$ cat src/rtl/seven_seg_defs.vh
// Shared seven-segment constants: blank pattern, anode-off pattern and the
// active-low hex glyph table, bit order {g,f,e,d,c,b,a}.
`ifndef SEVEN_SEG_DEFS_VH
`define SEVEN_SEG_DEFS_VH

localparam logic [6:0] SEG_BLANK = 7'h7F;
localparam logic [3:0] ANODE_OFF = 4'hF;

localparam logic [6:0] SEG_HEX_0 = 7'h40;
localparam logic [6:0] SEG_HEX_1 = 7'h79;
localparam logic [6:0] SEG_HEX_2 = 7'h24;
localparam logic [6:0] SEG_HEX_3 = 7'h30;
localparam logic [6:0] SEG_HEX_4 = 7'h19;
localparam logic [6:0] SEG_HEX_5 = 7'h12;
localparam logic [6:0] SEG_HEX_6 = 7'h02;
localparam logic [6:0] SEG_HEX_7 = 7'h78;
localparam logic [6:0] SEG_HEX_8 = 7'h00;
localparam logic [6:0] SEG_HEX_9 = 7'h10;
localparam logic [6:0] SEG_HEX_A = 7'h08;
localparam logic [6:0] SEG_HEX_B = 7'h03;
localparam logic [6:0] SEG_HEX_C = 7'h46;
localparam logic [6:0] SEG_HEX_D = 7'h21;
localparam logic [6:0] SEG_HEX_E = 7'h06;
localparam logic [6:0] SEG_HEX_F = 7'h0E;

`endif

$ cat src/rtl/seven_seg_digit_driver_pkg.sv
// Package for the seven-segment digit driver: shared constants plus the
// anode-to-digit-index helper used by the top level.
package seven_seg_digit_driver_pkg;

  `include "seven_seg_defs.vh"

  // Result of interpreting the scanner's anode vector.
  typedef struct packed {
    logic       valid;  // exactly one anode bit is low
    logic [1:0] idx;    // selected digit, 0 = rightmost
  } digit_sel_t;

  // Only a single low bit selects a digit; any other pattern is invalid.
  function automatic digit_sel_t decode_anode(input logic [3:0] anode);
    digit_sel_t sel;
    sel = '{valid: 1'b0, idx: 2'd0};
    case (anode)
      4'b1110: sel = '{valid: 1'b1, idx: 2'd0};
      4'b1101: sel = '{valid: 1'b1, idx: 2'd1};
      4'b1011: sel = '{valid: 1'b1, idx: 2'd2};
      4'b0111: sel = '{valid: 1'b1, idx: 2'd3};
      default: sel = '{valid: 1'b0, idx: 2'd0};
    endcase
    return sel;
  endfunction

endpackage

$ cat src/rtl/seven_seg_hex_decode.sv
// Combinational hex nibble to active-low seven-segment glyph.
module seven_seg_hex_decode
  import seven_seg_digit_driver_pkg::*;
(
  input  logic [3:0] hex,
  output logic [6:0] seg
);

  // Table lookup of the glyph for one hex digit.
  always_comb begin
    seg = SEG_BLANK;
    case (hex)
      4'h0: seg = SEG_HEX_0;
      4'h1: seg = SEG_HEX_1;
      4'h2: seg = SEG_HEX_2;
      4'h3: seg = SEG_HEX_3;
      4'h4: seg = SEG_HEX_4;
      4'h5: seg = SEG_HEX_5;
      4'h6: seg = SEG_HEX_6;
      4'h7: seg = SEG_HEX_7;
      4'h8: seg = SEG_HEX_8;
      4'h9: seg = SEG_HEX_9;
      4'hA: seg = SEG_HEX_A;
      4'hB: seg = SEG_HEX_B;
      4'hC: seg = SEG_HEX_C;
      4'hD: seg = SEG_HEX_D;
      4'hE: seg = SEG_HEX_E;
      default: seg = SEG_HEX_F;
    endcase
  end

endmodule

$ cat src/rtl/seven_seg_digit_driver.sv
// Seven-segment digit driver: shadows value/dp on load, decodes the digit
// picked by the scanner's anode and drives registered anode/cathode/dp.
// Optional blinking is compiled in when SEG_BLINK_EN is defined.
module seven_seg_digit_driver
  import seven_seg_digit_driver_pkg::*;
#(
  parameter int BLINK_DIV = 250
) (
  input  logic        div_clock,
  input  logic        reset,
  input  logic [3:0]  anode,
  input  logic [15:0] value,
  input  logic [3:0]  dp,
  input  logic        load,
  input  logic        lz_blank,
  input  logic        blink_en,
  output logic [3:0]  anode_out,
  output logic [6:0]  cathode,
  output logic        dp_n,
  output logic        load_ack
);

  logic [15:0] value_q;
  logic [3:0]  dp_q;
  logic        load_ack_q;
  logic [3:0]  anode_q,   anode_d;
  logic [6:0]  cathode_q, cathode_d;
  logic        dp_n_q,    dp_n_d;

  digit_sel_t  sel;
  logic [3:0]  digit_nibble;
  logic [6:0]  digit_seg;
  logic [3:0]  lead_zero;
  logic        blink_force;

  // Digit k is a leading zero when every digit from the top down to k is 0.
  assign lead_zero[0] = 1'b0;
  for (genvar gi = 1; gi < 4; gi++) begin : g_lead_zero
    assign lead_zero[gi] = (value_q[15:4*gi] == '0);
  end

`ifdef SEG_BLINK_EN
  logic [15:0] blink_cnt_q;
  logic        blink_phase_q;

  // Free-running half-period counter; the phase flips on every wrap.
  always_ff @(posedge div_clock) begin
    if (reset) begin
      blink_cnt_q   <= 16'd0;
      blink_phase_q <= 1'b0;
    end else if (blink_cnt_q == 16'(BLINK_DIV - 1)) begin
      blink_cnt_q   <= 16'd0;
      blink_phase_q <= ~blink_phase_q;
    end else begin
      blink_cnt_q   <= blink_cnt_q + 16'd1;
    end
  end

  assign blink_force = blink_en & blink_phase_q;
`else
  // Without the blink feature the request input and divider are inert.
  logic unused_blink_en;
  localparam int unused_blink_div = BLINK_DIV;
  assign unused_blink_en = blink_en;
  assign blink_force     = 1'b0;
`endif

  assign sel          = decode_anode(anode);
  assign digit_nibble = value_q[{sel.idx, 2'b00} +: 4];

  seven_seg_hex_decode u_hex_decode (
    .hex (digit_nibble),
    .seg (digit_seg)
  );

  // Next output pattern: blank on invalid anode or blink-off phase,
  // otherwise the glyph (or leading-zero blank) plus the digit's dp.
  always_comb begin
    anode_d   = ANODE_OFF;
    cathode_d = SEG_BLANK;
    dp_n_d    = 1'b1;
    if (sel.valid && !blink_force) begin
      anode_d   = anode;
      cathode_d = (lz_blank && lead_zero[sel.idx]) ? SEG_BLANK : digit_seg;
      dp_n_d    = ~dp_q[sel.idx];
    end
  end

  // Shadow registers, load acknowledge and registered display outputs.
  always_ff @(posedge div_clock) begin
    if (reset) begin
      value_q    <= 16'h0000;
      dp_q       <= 4'h0;
      load_ack_q <= 1'b0;
      anode_q    <= ANODE_OFF;
      cathode_q  <= SEG_BLANK;
      dp_n_q     <= 1'b1;
    end else begin
      if (load) begin
        value_q <= value;
        dp_q    <= dp;
      end
      load_ack_q <= load;
      anode_q    <= anode_d;
      cathode_q  <= cathode_d;
      dp_n_q     <= dp_n_d;
    end
  end

  assign anode_out = anode_q;
  assign cathode   = cathode_q;
  assign dp_n      = dp_n_q;
  assign load_ack  = load_ack_q;

endmodule

$ cat config.mk
export PLATFORM = sky130hd
export DESIGN_NAME = seven_seg_digit_driver
export DESIGN_NICKNAME = d
export VERILOG_FILES = /design/src/rtl/seven_seg_digit_driver_pkg.sv /design/src/rtl/seven_seg_hex_decode.sv /design/src/rtl/seven_seg_digit_driver.sv
export VERILOG_INCLUDE_DIRS = /design/src /design/src/rtl
export SDC_FILE = /design/constraint.sdc
export NUM_CORES = 1
export LEC_CHECK = 0
export ABC_AREA = 1
export BUFFER_PORTS_ARGS = -buffer_cell sky130_fd_sc_hd__buf_2
export CAP_MARGIN = 10
export CORE_ASPECT_RATIO = 2
export CORE_MARGIN = 8
export CORE_UTILIZATION = 50
export CTS_BUF_LIST = sky130_fd_sc_hd__clkbuf_4 sky130_fd_sc_hd__clkbuf_8 sky130_fd_sc_hd__clkbuf_16
export CTS_CLUSTER_DIAMETER = 100
export DETAILED_ROUTE_END_ITERATION = 12
export GPL_ROUTABILITY_DRIVEN = 0
export PLACE_DENSITY = 0.75
export SLEW_MARGIN = 20
export SYNTH_ARGS = -nofsm -noshare
export SYNTH_HDL_FRONTEND = slang
export SYNTH_SLANG_ARGS = --single-unit
$ cat constraint.sdc
create_clock -name div_clock -period 2.3 [get_ports div_clock]
set_clock_uncertainty 0.2 [all_clocks]
set_input_delay 0.115 -clock div_clock [delete_from_list [all_inputs] [get_ports div_clock]]
set_output_delay 0.115 -clock div_clock [all_outputs]
set_load 0.05 [all_outputs]
Yosys cells after proc, flatten, opt, wreduce, memory -nomap -nowiden
Memory sizes are Yosys's and may differ from the RTL's. A register that Yosys moved wholly into a read port is not among the register bits.
Cells that the tools add are included.
{"block": "op_classes", "n_reduce_logical": 6, "order_cmp": 1, "n_bitwise": 2, "mux": 5, "shifts": 1, "n_eq_ne": 4}
{"cell": "indexed part select 16 x 5 -> 4 bit", "count": 1}
{"cell": "equality test 4 bit (second input constant)", "count": 3}
{"cell": "zero test 12 bit", "count": 1}
{"cell": "one-hot mux 3 bit (4 select lines)", "count": 1}
{"cell": "zero test 8 bit", "count": 1}
{"cell": "binary-select mux 1 bit (select 2 bit)", "count": 2}
{"cell": "equality test 4 x 3 -> 1 bit (second input constant)", "count": 1}
{"cell": "zero test 4 bit", "count": 1}
{"cell": "< comparator 2 x 3 -> 1 bit (second input constant)", "count": 1}
{"cell": "OR reduction 3 bit", "count": 1}
{"cell": "two-way mux 1 bit", "count": 2}
{"cell": "inverter 1 bit", "count": 2}
{"cell": "OR reduction 2 bit", "count": 1}
{"cell": "logical AND 1 bit", "count": 1}
{"block": "word_totals", "in_bits": 29, "register_bits": 26, "rom_bits": 112, "out_inout_bits": 13, "mem_count": 1, "word_cells": 25}
{"name": "(name not given)", "depth": 16, "width": 7, "read_ports": 1, "rd_ports_with_merged_regs": 1, "wr": 0, "line_no": "seven_seg_hex_decode.sv:12", "source": "case (hex)"}

Longest topological paths before layout
Gate-level depths: netlist of run 1.
{"block": "logic_depth", "word_depth": 6, "depth_mapped": 15}

By module
From an unflattened synthesis of run 1, not the netlist that was laid out.
{"block": "hier_totals", "hier_cells": 235, "hier_area_um2": 1641.6}
{"mod": "seven_seg_digit_driver", "area_each_um2": 1367.6, "cells_per_inst": 186, "n_inst": 1}
{"mod": "seven_seg_hex_decode", "area_each_um2": 274.0, "cells_per_inst": 49, "n_inst": 1}

Worst setup path before layout of run 1
Ideal clock, no wire load.
{"block": "synth_path", "path_kind": "input to register", "start": "input port anode[3]", "end": "register cathode_q[3] (netlist: cathode[3])", "path_buffers": 1, "path_stages": 14, "setup_slack_ps": 637, "required_time_ps": 1987, "arrival_ps": 1350, "cell_sequence": "inv_1 > nand2_2 > nand2_4 > nand2_4 > buf_6 > nand2_1 > nand3_1 > nand2_2 > inv_1 > ha_1 > nand3_1 > nand3_1 > nand2_1 > nand2_1"}
{"block": "synth_between", "elab_chain_cells": 6, "elab_cells_between_ends": 11}
{"element": "from (decl)", "line_no": "seven_seg_digit_driver.sv:11", "source": "input logic [3:0] anode,"}
{"element": "equality test 4 x 3 -> 1 bit or equality test 4 bit (tied branches)", "line_no": "seven_seg_digit_driver_pkg.sv:17", "source": "case (anode)"}
{"element": "one-hot mux 3 bit (4 select lines) *", "line_no": "seven_seg_digit_driver_pkg.sv:17"}
{"element": "binary-select mux 1 bit (select 2 bit)", "line_no": "seven_seg_digit_driver.sv:84", "source": "cathode_d = (lz_blank && lead_zero[sel.idx]) ? SEG_BLANK : digit_seg;"}
{"element": "two-way mux 1 bit (not written as such)", "line_no": "seven_seg_digit_driver.sv:84"}
{"element": "logical AND 1 bit", "line_no": "seven_seg_digit_driver.sv:84"}
{"element": "OR reduction 3 bit (no line)"}
{"element": "to (decl)", "line_no": "seven_seg_digit_driver.sv:27", "source": "logic [6:0] cathode_q, cathode_d;"}
Every way passes the cells marked *; elsewhere a longest branch is shown, timed or not. The select of a mux whose other input is x is not followed.
A chain may end at the register's enable or synchronous reset.

Worst setup path in the final report of run 1
{"block": "layout_path", "start": "input port anode[1]", "end": "register cathode_q[3] (netlist: cathode[3])"}
The elaborated chain is that of the path after synthesis.

==> qor.txt, run 1 <==
Run status: finished clean
Vias in the first global route: 1,812
TNS Setup: 0 ns
Hold Vio Cnt, Final: 0
Crit path buf inv count: 5
Number of flops mapped to enable cells by yosys: 0
Ys Warns: 0
Crit Path Class: in -> reg
Final Instance Count excl. Fillers: 341
H-tree depth: 2
Headroom to the max-slew limit: 73.4%
Share of layout cells above drive strength 1: 27.8%
Final design instance area without fill: 2430 sq um
Die Ht: 100 um
Final WS setup: 0.167 ns
Inserted Diodes: 0
Dpl hpwl: 3010 um
Hold Crit Start: reset
Die ar.: 5830 sq um
Max cap viols: 0
# DRC: 0
Clock sink total: 33
Setup violations, final: 0
Leak: 1.08 nW
DRT iter0 DRCs: 53
Largest net degree at the start of global routing: 35
Ports: 42
Final Max Tran Viols: 0
CP max stage delay: 0.53 ns
1st-pass router iterations: 4
Mapped Cells: 234
Final core utilization: 72.1%
Achievable frequency: 469 MHz
Reg2reg setup slack: 0.66 ns
Synth cell types: 25
Overflow after GRT: 0
Reg clk slew, reported paths: 0.06 ns
Row cnt: 30
Area Overhead vs Synth: 37.1%
CTS tree: built
Post-synth top cells: 55 x nand2_1, 34 x nand3_1, 33 x dfxtp_1, 19 x nor2_1, 18 x inv_1
Crit-path slowest cell: dlygate4sd3_1
R2R Path End: cathode[3]$_SDFF_PP1_
Placed Instances: 299
CTS Buf Count: 5
Least-Margin Pin Slew: 0.399 ns
Reg2reg start: value_q[4]$_SDFFE_PP0P_
WHS Endpoint: dp_q[0]$_SDFFE_PP0P_
Crit path cell chain: dlygate4sd3_1, buf_2, inv_2, nand2_2, nand2_8, buf_4, nand3_1, nand3_1, nand2_2, ha_1, inv_1, nand3_1, nand3_1, nand2_1, nand2_1
Type of the most critical hold path: in -> reg
Tot Pwr: 1.44 mW
CTS Buffer Depth: 2
Die width: 58.1 um
Ys flop type: dfxtp_1
Final wirelength: 4590 um
Final ANT Viol Nets: 0
WHS Path Cells: 2
Final Critical Period: 2.13 ns
Count leader, synth: nand2_1
Req. time, crit path: 2.28 ns
Post-synthesis net count: 269
Mean Syn Cell Area: 7.59 sq um
Min Hold Slack: 0.0499 ns
Starting Density: 52.6%
Via/cell ratio: 5.32
Layout fillers: 245
WP data arrival: 2.11 ns
CP delay by family, top: buffers and inverters
First-pass GRT wire length: 7610 um
Antenna violations before repair: 0
Peak supply drop: 0.000586 V
Critical Path Fanout Max: 8
Input/output buffers: 40
Top cells by area, synth: dfxtp_1 37%, nand2_1 12%, nand3_1 9.6%
Vias after detailed routing: 1,813
Worst-Skew Late Latency: 0.28 ns
CP endpoint kind: register
Post-synth top area cell: dfxtp_1
DP Area: 1970 sq um
Routed WL per cell: 13.4 um
Post-Syn Area: 1780 sq um
Critical path's most frequent cell: nand3_1
R2R depth: 11
Asr flop ratio synth: 0%
Critical Path Source Type: input port
Pwr dens: 590 nW/um^2
Proportion of synthesized chip area in sequential cells: 37.2%
FF+latch count, synth: 33
Pre-CTS setup slack: 0.282 ns
Nets: 344
Root buf cell: clkbuf_8
Synth top area share: 37.2%
Final Cycle Share: 92.8%
Core ar.: 3380 sq um
Gr usage total: 16.3%
worst register-to-register path: cells and delay by family, from the launching register on:
family,cells,cell delay [ns]
simple gates,8,0.59
buf+inv,2,0.12
fa+ha+maj,1,0.32
flops,1,0.33
final cells by class:
| type | count | area, sq um | area share [%] |
|---|---|---|---|
| multi-input cells | 169 | 993 | 40.8 |
| flip-flops and latches | 33 | 661 | 27.1 |
| repair buffers | 77 | 559 | 23.0 |
| inverters | 23 | 91.3 | 3.75 |
| clock buffers | 7 | 90.1 | 3.70 |
| well taps | 32 | 40.0 | 1.64 |
where the power goes:
| group | internal [mW] | total (mW) | switching (mW) |
|---|---|---|---|
| clock | 0.249 | 0.444 | 0.196 |
| combinational | 0.143 | 0.371 | 0.227 |
| sequential | 0.606 | 0.621 | 0.0143 |
| total | 0.998 | 1.44 | 0.437 |
metal layers:
layer | vias to the layer above | share of wire, % | GRT usage, %
li1 | 920 | - | -
met4 | 0 | 2.6 | 8.56
met5 | - | 0 | 0
met1 | 827 | 35 | 13.8
met3 | 12 | 4.8 | 4.23
met2 | 54 | 58 | 32.4
cell usage in the layout, fill, tap and decap left out, types with 6 or more instances in the layout:
cell type / count
nor2_1: 19
ha_1: 6
a21oi_1: 12
a211oi_1: 13
nand3_2: 6
clkbuf_8: 6
nand2_2: 11
nand3_1: 33
dfxtp_1: 33
buf_2: 40
nand2_1: 54
dlygate4sd3_1: 31
inv_1: 17
sequential cells by signal, summed over array words and instances, names as in the netlist:
register	cells
load_ack	1
value_q	16
anode_out	4
dp_n	1
cathode	7
dp_q	4
kinds of logic (layout without fill, tap and decap cells):
| family | Yosys count | in the layout | share of synthesized area [%] |
|---|---|---|---|
| simple gates | 134 | 134 | 40.1 |
| compound gates | 29 | 29 | 10.2 |
| flops | 33 | 33 | 37.2 |
| buf+inv | 32 | 107 | 8.24 |
| fa+ha+maj | 6 | 6 | 4.23 |
worst max path at each step:
stage,slack (ns),depth (start not counted),end,startpoint
after floorplan,0.64,14,cathode[3]$_SDFF_PP1_,anode[3]
after global placement,0.31,14,cathode[3]$_SDFF_PP1_,anode[3]
after detailed placement,0.28,14,cathode[3]$_SDFF_PP1_,anode[3]
after CTS,0.02,15,cathode[3]$_SDFF_PP1_,anode[3]
after global routing,-0.01,15,cathode[3]$_SDFF_PP1_,anode[3]
final,0.17,15,cathode[3]$_SDFF_PP1_,anode[1]
repair_timing:
| action | CTS | global route |
|---|---|---|
| resized for setup | 0 | 7 |
| hold buffers | 31 | 0 |
| endpoints found under the setup margin | 0 | 5 |
| endpoints found under the hold margin | 24 | 0 |
| setup buffers | 0 | 4 |
No activity file was read; power rests on OpenSTA's default activity.
==> run 2, diff against run 1 <==
--- a/config.mk
+++ b/config.mk
@@ -17,6 +17,7 @@
 export DETAILED_ROUTE_END_ITERATION = 12
 export GPL_ROUTABILITY_DRIVEN = 0
 export PLACE_DENSITY = 0.75
+export REMOVE_ABC_BUFFERS = 1
 export SLEW_MARGIN = 20
 export SYNTH_ARGS = -nofsm -noshare
 export SYNTH_HDL_FRONTEND = slang
==> run 2 against run 1 <==
Cell count is 1.5% higher. Sequential share of layout area is 0.45 points lower. Utilization is 1.2 points higher. Clock power is 1% higher. Global-route usage hardly changed. Sequential power hardly changed. Design area is 1.7% higher. Critical endpoint unchanged.
==> qor.txt, run 2 (synthesis results as in run 1) <==
Die width: 58.1 um (unchanged)
# DRC: 0 (unchanged)
Via/cell ratio: 5.24 (-1.4%)
Leak: 1.10 nW (+2.2%)
Ports: 42 (unchanged)
1st-pass router iterations: 5 (+1)
Die ar.: 5830 sq um (unchanged)
TNS Setup: 0 ns (unchanged)
Area of the multi-input gates: 1000 sq um (+0.76%)
Largest net degree at the start of global routing: 23 (-34%)
Sequential cell area: 661 sq um (unchanged)
Critical Path Source Type: input port
Final ANT Viol Nets: 0 (unchanged)
Final wirelength: 4680 um (+2.1%)
Max reg flops: 16 (unchanged)
Most common cell after layout, fill and taps aside: nand2_1
Type of the most critical hold path: in -> reg
WP data arrival: 2.14 ns (+0.03 ns)
Hold Vio Cnt, Final: 0 (unchanged)
Pwr dens: 587 nW/um^2 (-0.46%)
Row cnt: 30 (unchanged)
Max cap viols: 0 (unchanged)
Run status: finished clean
Vias after detailed routing: 1,813 (unchanged)
Headroom to the max-slew limit: 72.3% (-1.1 points)
Peak supply drop: 0.000478 V (-18%)
Routed WL per cell: 13.5 um (+0.66%)
Reg clk slew, reported paths: 0.06 ns (about the same)
Final Max Tran Viols: 0 (unchanged)
Gr usage total: 16.3% (about the same)
Final Cycle Share: 94.0% (+1.3 points)
Clock sink total: 33 (unchanged)
Req. time, crit path: 2.28 ns (about the same)
H-tree depth: 2 (unchanged)
CP endpoint kind: register
Die Ht: 100 um (unchanged)
Setup violations, final: 0 (unchanged)
Core ar.: 3380 sq um (unchanged)
Starting Density: 52.6% (unchanged)
Dpl hpwl: 3020 um (+0.58%)
CTS Buffer Depth: 2 (unchanged)
Overflow after GRT: 0 (unchanged)
Placed Instances: 299 (unchanged)
Final Instance Count excl. Fillers: 346 (+1.5%)
Nets: 349 (+1.5%)
Worst-Skew Late Latency: 0.28 ns (about the same)
Area Overhead vs Synth: 39.5%
Inserted Diodes: 0 (unchanged)
Crit Path Class: in -> reg
Vias in the first global route: 1,796 (-0.88%)
Input/output buffers: 40 (unchanged)
CTS tree: built
First-pass GRT wire length: 7510 um (-1.3%)
Final Critical Period: 2.16 ns (+0.0297 ns)
Least-Margin Pin Slew: 0.415 ns (+0.0159 ns)
Antenna violations before repair: 0 (unchanged)
Share of layout cells above drive strength 1: 29.3% (+1.5 points)
CTS Buf Count: 5 (unchanged)
Achievable frequency: 462 MHz (-1.4%)
Most frequent cells in the layout: 54 x nand2_1, 40 x buf_2, 34 x nand3_1
Layout fillers: 262 (+6.9%)
Root buf cell: clkbuf_8
Critical Path Fanout Max: 14 (+6)
Reg with most FFs: value_q
DRT iter0 DRCs: 55 (+3.8%)
run 2: area by class of cell:
class	count	area share, %
repair buffers	82	24.0
well taps	32	1.62
inverters	23	3.69
flip-flops and latches	33	26.7
multi-input cells	169	40.4
clock buffers	7	3.64
run 2: path summary, 6_finish.rpt:
| kind | start | depth (start not counted) | to | slack (ns) |
|---|---|---|---|---|
| setup / recovery | anode[3] | 15 | cathode[3]$_SDFF_PP1_ | 0.14 |
| hold / removal | reset | 2 | load_ack$_SDFF_PP0_ | 0.04 |
| setup reg to reg | value_q[4]$_SDFFE_PP0P_ | 11 | cathode[3]$_SDFF_PP1_ | 0.71 |
| hold reg to reg | dp_q[3]$_SDFFE_PP0P_ | 2 | dp_q[3]$_SDFFE_PP0P_ | 0.27 |
run 2: stage by stage:
stage / setup WS, ns / cell area [sq um] / hold slack, ns / utilization (%) / total power [mW]
2_1_floorplan: 0.628 / 1720 / -0.0159 / - / 0.856
3_3_place_gp: 0.291 / 1970 / 0.158 / 58.4 / 0.939
3_5_place_dp: 0.261 / 1970 / 0.168 / 58.4 / 0.944
4_1_cts: 0.00919 / 2370 / 0.0351 / 70.3 / 1.43
5_1_grt: -0.0306 / 2480 / 0.0909 / 73.3 / 1.52
6_report: 0.137 / 2480 / 0.0415 / 73.3 / 1.45
run 2: timing repair:
action / in CTS / in global routing
hold buffers: 31 / 0
setup buffers: 0 / 9
endpoints found under the hold margin: 24 / 0
gates resized for setup: 0 / 7
setup endpoints to repair: 0 / 5
run 2: per-layer routing:
layer / GRT usage (%) / share of wire, % / vias up
li1: - / - / 925
met1: 13.3 / 35 / 824
met2: 31.7 / 56 / 50
met3: 4.10 / 4.2 / 14
met4: 11.6 / 4.2 / 0
met5: 0 / 0 / -
run 2: critical path: stages:
cell	delay, ns
dlygate4sd3_1	0.55
buf_2	0.15
inv_2	0.09
nand2_2	0.09
nand2_8	0.13
nand2_8	0.10
nand2_1	0.07
nand3_1	0.08
nand2_2	0.15
inv_2	0.07
ha_1	0.21
nand3_1	0.12
nand3_1	0.09
nand2_1	0.07
nand2_1	0.04
run 2: power breakdown:
part	switching [mW]	internal (mW)
logic	0.231	0.152
registers	0.0138	0.606
clock network	0.201	0.249
==> run 3, diff against run 2 <==
--- a/config.mk
+++ b/config.mk
@@ -6,7 +6,6 @@
 export SDC_FILE = /design/constraint.sdc
 export NUM_CORES = 1
 export LEC_CHECK = 0
-export ABC_AREA = 1
 export BUFFER_PORTS_ARGS = -buffer_cell sky130_fd_sc_hd__buf_2
 export CAP_MARGIN = 10
 export CORE_ASPECT_RATIO = 2
@@ -16,7 +15,7 @@
 export CTS_CLUSTER_DIAMETER = 100
 export DETAILED_ROUTE_END_ITERATION = 12
 export GPL_ROUTABILITY_DRIVEN = 0
-export PLACE_DENSITY = 0.75
+export PLACE_DENSITY = 0.76
 export REMOVE_ABC_BUFFERS = 1
 export SLEW_MARGIN = 20
 export SYNTH_ARGS = -nofsm -noshare
==> run 3 against run 2 <==
Routed wire length down 12%. Worst setup slack gained 0.15 ns. Non-clock buffer count down 21. Clock power down 1%. Die area fell by 3.3%. Utilization shrank 7.9 points. Register-to-register slack lost 0.42 ns. Global-route usage decreased by 1.2 points. Critical endpoint unchanged.
==> qor.txt, run 3 <==
M1 wire length: 1500 um (-8.6%)
Net switching power: 392 uW (-12%)
Final design instance area without fill: 2180 sq um (-12%)
CP max stage delay: 0.35 ns (-0.20 ns)
Area Overhead vs Synth: 28.4%
Most common cell after layout, fill and taps aside: buf_2
Metal3 WL: 130 um (-35%)
Root buf cell: clkbuf_8
RSZ-0062 raised after global routing: false
Antenna violations before repair: 0 (unchanged)
Internal power: 986 uW (-2.2%)
Sequential power share: 45.1% (+2.4 points)
Synth top area share: 38.9% (+1.6 points)
Type of the most critical hold path: in -> reg
Core ar.: 3340 sq um (-1.1%)
Crit-path slowest cell: dfxtp_1
Asr flop ratio synth: 0% (unchanged)
Post-synth top cells: 33 x dfxtp_1, 27 x mux2i_1, 22 x nor2_1, 6 x ha_1, 6 x inv_1
Req. time, crit path: 2.27 ns (about the same)
Peak supply drop: 0.000444 V (-7.1%)
Least-Margin Pin Slew: 0.594 ns (+0.178 ns)
WL met2: 2300 um (-13%)
Min Hold Slack: 0.0398 ns (-0.00171 ns)
Post-Syn Area: 1700 sq um (-4.2%)
Count leader, synth: dfxtp_1
Postcts setup bufs: 0 (unchanged)
Final Instance Count excl. Fillers: 261 (-25%)
Routed WL per cell: 15.7 um (+16%)
Crit Path Class: reg -> reg
Placed Instances: 234 (-22%)
Ys flop type: dfxtp_1
Post-synth top area cell: dfxtp_1
CTS tree: built
Crit path buf inv count: 2 (-2)
Run status: finished clean
Vias in the first global route: 1,523 (-15%)
Max reg flops: 16 (unchanged)
Die ar.: 5640 sq um (-3.3%)
Hold_buf cts: 20 (-35%)
Dpl hpwl: 2810 um (-6.9%)
Row cnt: 30 (unchanged)
Die Ht: 98.5 um (-1.8%)
Final ANT Viol Nets: 0 (unchanged)
Clock sink total: 33 (unchanged)
Worst-Skew Late Latency: 0.29 ns (about the same)
CTS Buffer Depth: 2 (unchanged)
Synth cell types: 44 (+76%)
Die width: 57.2 um (-1.5%)
FF+latch count, synth: 33 (unchanged)
Max cap viols: 0 (unchanged)
Number of flops mapped to enable cells by yosys: 0 (unchanged)
Via/cell ratio: 5.59 (+6.8%)
Starting Density: 50.9% (-1.7 points)
Proportion of synthesized chip area in sequential cells: 38.9% (+1.6 points)
Final Max Tran Viols: 0 (unchanged)
Largest net degree at the start of global routing: 24 (+4.3%)
Most frequent cells in the layout: 40 x buf_2, 33 x dfxtp_1, 27 x mux2i_1
Sw frac: 28.4% (-2.2 points)
CP delay by family, top: compound AO/OA/AOI/OAI gates
# DRC: 0 (unchanged)
Crit path cell chain: o22ai_1, a21o_1, a21oi_4, inv_1, ha_1, inv_1, mux2i_1, mux2i_1, nand2b_1
Hold Vio Cnt, Final: 0 (unchanged)
Ports: 42 (unchanged)
DRT iter0 DRCs: 20 (-64%)
Clk network pwr share: 32.3% (+1.3 points)
Ys Warns: 0 (unchanged)
Vias after detailed routing: 1,460 (-19%)
H-tree depth: 2 (unchanged)
Setup violations, final: 0 (unchanged)
Share of layout cells above drive strength 1: 26.2% (-3.1 points)
Highest Signal Layer: met4
Critical Path Source Type: register
Final Cycle Share: 87.4% (-6.7 points)
Nets: 264 (-24%)
DP Area: 1890 sq um (-4.1%)
Reg clk slew, reported paths: 0.06 ns (about the same)
CP endpoint kind: register
TNS Setup: 0 ns (unchanged)
Final wirelength: 4100 um (-12%)
Input/output buffers: 40 (unchanged)
Mean Syn Cell Area: 10.0 sq um (+32%)
Comb pwr share: 22.7% (-3.6 points)
Inserted Diodes: 0 (unchanged)
First-pass GRT wire length: 6640 um (-12%)
Final Critical Period: 2.01 ns (-0.153 ns)
Pwr dens: 631 nW/um^2 (+7.5%)
WP data arrival: 1.98 ns (-0.16 ns)
Gr usage total: 15.1% (-1.2 points)
Critical Path Fanout Max: 5 (-9)
Reg with most FFs: value_q
Layout fillers: 282 (+7.6%)
Resized Gates After CTS: 0 (unchanged)
Headroom to the max-slew limit: 60.4% (-12 points)
1st-pass router iterations: 4 (-1)
Top cells by area, synth: dfxtp_1 39%, mux2i_1 16%, nor2_1 4.9%
Mapped Cells: 170 (-27%)
Leak: 0.984 nW (-10%)
Achievable frequency: 498 MHz (+7.6%)
CTS Buf Count: 5 (unchanged)
Overflow after GRT: 0 (unchanged)
[run 3: cell count changes in the layout (fill, tap and decap cells not counted), sizes merged, moves of 4 or more]
cell	change
nand2	-62
nand3	-38
mux2i	+28
inv	-16
a211oi	-13
dlygate4sd3	-11
buf	-10
a21oi	-9
o21bai	+5
o221ai	+5
nand2b	+4
nor3b	+4
[run 3: kinds of logic after synthesis]
| group | Yosys count | synth area share (%) |
|---|---|---|
| AO/OA/AOI/OAI | 27 | 14.3 |
| XOR/XNOR | 2 | 1.03 |
| adder cells (fa/ha/maj) | 6 | 4.41 |
| buffers and inverters | 15 | 4.56 |
| flip-flops | 33 | 38.9 |
| multiplexers | 29 | 18.0 |
| AND/OR/NAND/NOR | 58 | 18.8 |
[run 3: area by class of cell]
class	count	area (sq um)	share of cell area [%]
inverter	6	22.5	1.03
clock buffer	7	90.1	4.13
sequential	33	661	30.3
timing repair buffer	61	408	18.7
multi-input combinational	122	962	44.1
tap	32	40.0	1.83
[run 3: final timing paths]
path | startpoint | cells after the start | slack, ns | endpoint
worst min-delay path | anode[2] | 2 | 0.04 | anode_out[2]$_SDFF_PP1_
worst max-delay path | value_q[8]$_SDFFE_PP0P_ | 9 | 0.29 | cathode[3]$_SDFF_PP1_
worst min register to register | dp_q[0]$_SDFFE_PP0P_ | 2 | 0.29 | dp_q[0]$_SDFFE_PP0P_
worst max register to register | value_q[8]$_SDFFE_PP0P_ | 9 | 0.29 | cathode[3]$_SDFF_PP1_
[run 3: per-layer routing]
layer | vias up | global-route usage [%]
li1 | 721 | -
met1 | 684 | 13.2
met2 | 41 | 28.5
met3 | 14 | 3.66
met4 | 0 | 10.1
met5 | - | 0
[run 3: metrics by stage]
step	power, mW	util (%)	setup WS (ns)
detailed placement	0.916	56.7	0.135
CTS	1.39	65.4	0.306
global placement	0.911	56.7	0.174
global route	1.44	65.4	0.182
finish	1.38	65.4	0.290
floorplan	0.821	-	0.463
[run 3: power groups by stage]
stage / registers, mW / clock network (mW) / logic (mW)
after floorplan: 0.668 / 0 / 0.153
after global placement: 0.633 / 0 / 0.278
after detailed placement: 0.634 / 0 / 0.283
after CTS: 0.621 / 0.456 / 0.309
after global routing: 0.624 / 0.481 / 0.338
final: 0.621 / 0.444 / 0.312
